### src/rtl/key_meter.sv
// key_meter: per-key attack/sustain/release envelope tracker feeding the bar renderer.
// Optional macro FRAME_LATCH_EN: outputs come from shadow registers loaded at frame start.
module key_meter #(
  parameter int N_KEYS   = 8,
  parameter int LVL_W    = 3,
  parameter int TICK_DIV = 1_562_500
) (
  input  logic                      clk,
  input  logic                      reset,
  input  logic [N_KEYS-1:0]         play_i,
  input  logic [LVL_W-1:0]          gain_i,
  input  logic [LVL_W-1:0]          octave_i,
  input  logic                      frame_start_i,
  output logic [N_KEYS-1:0]         play_o,
  output logic [N_KEYS*LVL_W-1:0]   vol_o,
  output logic [N_KEYS*LVL_W-1:0]   freq_o,
  output logic                      active_o
);

  localparam int CNT_W = $clog2(TICK_DIV);
  localparam logic [LVL_W-1:0] ONE = LVL_W'(1);

  typedef enum logic [1:0] {IDLE, ATTACK, SUSTAIN, RELEASE} key_state_t;

  logic [CNT_W-1:0]          tick_cnt;
  logic                      tick;
  logic [N_KEYS-1:0]         play_int;
  logic [N_KEYS*LVL_W-1:0]   vol_int;
  logic [N_KEYS*LVL_W-1:0]   freq_int;

  // Shared envelope prescaler; tick is the single terminal-count cycle.
  assign tick = (tick_cnt == CNT_W'(TICK_DIV - 1));

  always_ff @(posedge clk or negedge reset) begin
    if (!reset)
      tick_cnt <= '0;
    else if (tick)
      tick_cnt <= '0;
    else
      tick_cnt <= tick_cnt + CNT_W'(1);
  end

  for (genvar k = 0; k < N_KEYS; k++) begin : g_key
    key_state_t       state;
    logic [LVL_W-1:0] level;
    logic [LVL_W-1:0] octave;

    always_ff @(posedge clk or negedge reset) begin
      if (!reset) begin
        state  <= IDLE;
        level  <= '0;
        octave <= '0;
      end else begin
        case (state)
          IDLE: begin
            if (play_i[k]) begin
              state  <= ATTACK;
              octave <= octave_i;
            end
          end
          ATTACK: begin
            // Key release wins over a coincident tick and freezes the level.
            if (!play_i[k]) begin
              state <= RELEASE;
            end else if (tick) begin
              if (level < gain_i) begin
                level <= level + ONE;
                if (level + ONE == gain_i)
                  state <= SUSTAIN;
              end else begin
                level <= gain_i;
                state <= SUSTAIN;
              end
            end
          end
          SUSTAIN: begin
            level <= gain_i;
            if (!play_i[k])
              state <= RELEASE;
          end
          RELEASE: begin
            if (play_i[k]) begin
              state  <= ATTACK;
              octave <= octave_i;
            end else if (level == '0) begin
              state <= IDLE;
            end else if (tick) begin
              level <= level - ONE;
              if (level == ONE)
                state <= IDLE;
            end
          end
          default: state <= IDLE;
        endcase
      end
    end

    assign play_int[k]                   = (state != IDLE);
    assign vol_int[LVL_W*k +: LVL_W]     = level;
    assign freq_int[LVL_W*k +: LVL_W]    = (state != IDLE) ? octave : '0;
  end

`ifdef FRAME_LATCH_EN
  // Shadows only move at frame boundaries so the renderer never sees a torn frame.
  always_ff @(posedge clk or negedge reset) begin
    if (!reset) begin
      play_o   <= '0;
      vol_o    <= '0;
      freq_o   <= '0;
      active_o <= 1'b0;
    end else if (frame_start_i) begin
      play_o   <= play_int;
      vol_o    <= vol_int;
      freq_o   <= freq_int;
      active_o <= |play_int;
    end
  end
`else
  logic unused_frame_start;
  assign unused_frame_start = frame_start_i;

  assign play_o   = play_int;
  assign vol_o    = vol_int;
  assign freq_o   = freq_int;
  assign active_o = |play_int;
`endif

endmodule

### config.mk
export PLATFORM = sky130hd
export DESIGN_NAME = key_meter
export DESIGN_NICKNAME = d
export VERILOG_FILES = /design/src/rtl/key_meter.sv
export SDC_FILE = /design/constraint.sdc
export NUM_CORES = 1
export LEC_CHECK = 0
export ABC_AREA = 1
export BUFFER_PORTS_ARGS = -buffer_cell sky130_fd_sc_hd__buf_2
export CAP_MARGIN = 20
export CORE_UTILIZATION = 51
export CTS_CLUSTER_SIZE = 28
export DETAILED_ROUTE_END_ITERATION = 10
export PLACE_DENSITY = 0.83
export SLEW_MARGIN = 30
export SYNTH_ARGS = -nofsm -noshare
export SYNTH_HDL_FRONTEND = slang
export SYNTH_SLANG_ARGS = --single-unit
### constraint.sdc
create_clock -name clk -period 2.4 [get_ports clk]
set_clock_uncertainty 0.1 [all_clocks]
set_input_delay 0.12 -clock clk [delete_from_list [all_inputs] [get_ports clk]]
set_output_delay 0.12 -clock clk [all_outputs]
set_load 0.1 [all_outputs]
==> flow_summary.yaml <==
grt:
  grt_max_degree: 61
  grt_pass1_vias: 6304
  grt_pass1_wl_um: 29300
  track_usage_pct: 25.3
  antenna_found_initial: 0
  overflow: 0
synth:
  yosys_warnings: 0
  avgSynthCellArea_um2: 7.14
  ys_seq_area_share_pct: 29.5
  ys_seq_elements: 85
  synth_fp_nets: 1118
  synthCells: 1011
  synth.distinct_cells: 32
  syn-cell-area_mm2: 0.00722
hold_path:
  holdCritStartpoint: "play_i[3]"
  hold_class: "input pin to flip-flop"
  holdPathEnd: "g_key[3].octave[0]"
  holdPathStages: 3
critical_path:
  crit_family: "buffers and inverters"
  cpPeakStageDelay_ps: 430
  critPathRequiredTime_ps: 2180
  reg2reg_depth: 9
  reg2reg_setup_slack_ps: 280
  rr_startpoint: "tick_cnt[0]"
  crit_path_top_delay_cell: "dfrtp_1"
  end_kind: "output pin"
  arrival_ps: 2060
  path_cells: "inv_1 -> ha_2 -> inv_1 -> nor4_1 -> buf_4 -> nand2_1 -> buf_4"
  critPathBufInv: 4
  critical_path_class: "flip-flop to output pin"
  path_max_fanout: 5
  cp-startpoint: "g_key[7].state[0]"
  worstSetupStartpointType: "flip-flop"
  r2r-end: "g_key[7].state[0]"
clocking:
  clkTransAtPathRegs_ps: 60
  clockBufferDepth: 2
  tritoncts: "done"
  post_cts_buffers: 0
  root_buffer: "clkbuf_16"
  numCtsBuffers: 9
  insertion_delay_ps: 350
  cts.htree.levels: 3
  clock-sinks: 85
sta:
  final_max_slew_viol_count: 0
  setup_viol: 0
  fin_tns_setup_ps: 0
  timing.final.hold_violations: 0
  fin_crit_sh_pct: 94.9
  fmax_mhz: 439
  whs_ps: 96.3
  fin_ws_ps: 122
  period_minus_slack_ps: 2280
  slew-limit-headroom_pct: 57.7
  worst_slew_pin_slew_ps: 631
drt:
  vias: 6694
  routed-wl-met2_um: 8030
  wirelength_um: 17400
  drt-wirelength-per-cell_um: 13.6
  dr.pass1.iters: 6
  viasPerCell: 5.24
  drt_iter0_markers: 559
  drc: 0
  final_antenna_net_count: 0
  met3_length_um: 1190
  topRoutingLayerUsed: "met4"
  wl_met1_um: 7890
finish:
  nNetsFinal: 1200
  n_antenna_cell: 0
  drive_gt1_share_pct: 12.3
  design_area_mm2: 0.00819
  syn2layout_area_growth_pct: 13.4
die:
  die-area_mm2: 0.0146
  die_x_um: 121
  die_y_um: 121
  fp-row-count: 43
  start_util_pct: 52.2
  io-pin-count: 74
  core_mm2: 0.0138
status:
  status: "finished clean"
placement:
  gp_congestion: 0.887
  pre_cts_ws_ps: 334
  place_area_mm2: 0.00784
  port_buffers: 72
  hpwl_um: 13000
run:
  maxCapViolations: 0
-- tightest hold or removal path, stage by stage --
cell     delay [ps]
buf_2           140
nand2_1         150
o21ai_0          90
-- flip-flops by register name (all words and copies together) (netlist names) --
name,flops
g_key.level,24
g_key.octave,24
tick_cnt,21
g_key.state,16
-- stage by stage --
stage / cells / util (%)
2_1_floorplan: 1011 / -
3_3_place_gp: 1261 / 56.7
3_5_place_dp: 1261 / 56.7
4_1_cts: 1278 / 59.2
5_1_grt: 1278 / 59.2
6_report: 1278 / 59.2
-- timing repair --
action                                  CTS  global route
endpoints found under the setup margin    0             1
hold buffers                              1             0
resized for setup                         0             3
hold endpoints to repair                 85             0
-- synth_stat cells, drive strengths merged --
library cell / number / area, um^2
nor3: 19 / 100
nor2: 120 / 465
nand3b: 8 / 60.1
a211oi: 2 / 15.0
clkinv: 1 / 3.75
a21oi: 51 / 368
nand4: 22 / 138
nor4: 4 / 25.0
o22ai: 5 / 100
nand3: 78 / 403
nand2: 230 / 886
nor3b: 1 / 7.51
a31oi: 1 / 6.26
clkbuf: 6 / 22.5
inv: 167 / 627
dfrtp: 85 / 2130
xnor2: 15 / 131
or2: 3 / 18.8
buf: 8 / 52.6
ha: 90 / 1130
o21ai: 78 / 390
xor2: 17 / 149
-- kinds of logic (layout without fill, tap and decap cells) --
logic type      after synthesis  after routing  synth area share (%)
simple gates                485            485                  29.1
fa+ha+maj                    90             90                  15.6
flops                        85             85                  29.5
buf+inv                     182            269                  9.77
xor+xnor                     32             32                  3.88
compound gates              137            137                  12.2
-- worst max path at each step --
| stage | to | cells past startpoint |
|---|---|---|
| after floorplan | active_o | 5 |
| after global routing | active_o | 7 |
| after CTS | active_o | 7 |
| after global placement | g_key[6].state[1] | 9 |
| after detailed placement | g_key[7].state[0] | 9 |
| final | active_o | 7 |
-- routing by layer --
metal / global-route usage, % / up-vias
met2: 42.0 / 210
met5: 0 / -
met1: 33.1 / 3061
met4: 7.18 / 0
met3: 5.55 / 22
li1: - / 3401
-- cells in the final DEF (no fill, tap or decap), types with 15 or more instances in the layout --
cell type and count:
xnor2_1 15, nand4_1 22, inv_1 164, buf_2 70, dfrtp_1 85, nand3_1 77
o21ai_0 75, nor2_1 116, a21oi_1 41, nor3_1 18, ha_1 89, nand2_1 221
xor2_1 17
-- area by class of cell --
class	count	area, um^2
Inverter	168	631
Timing Repair Buffer	85	478
Tap cell	180	225
Clock buffer	11	253
Sequential cell	85	2130
Multi-Input combinational cell	744	4390
Fill cell	1240	5640
Clock inverter	5	81.3
Power is not shown: default switching activity piles up to over one toggle a cycle in this logic, so the estimate is an artifact.
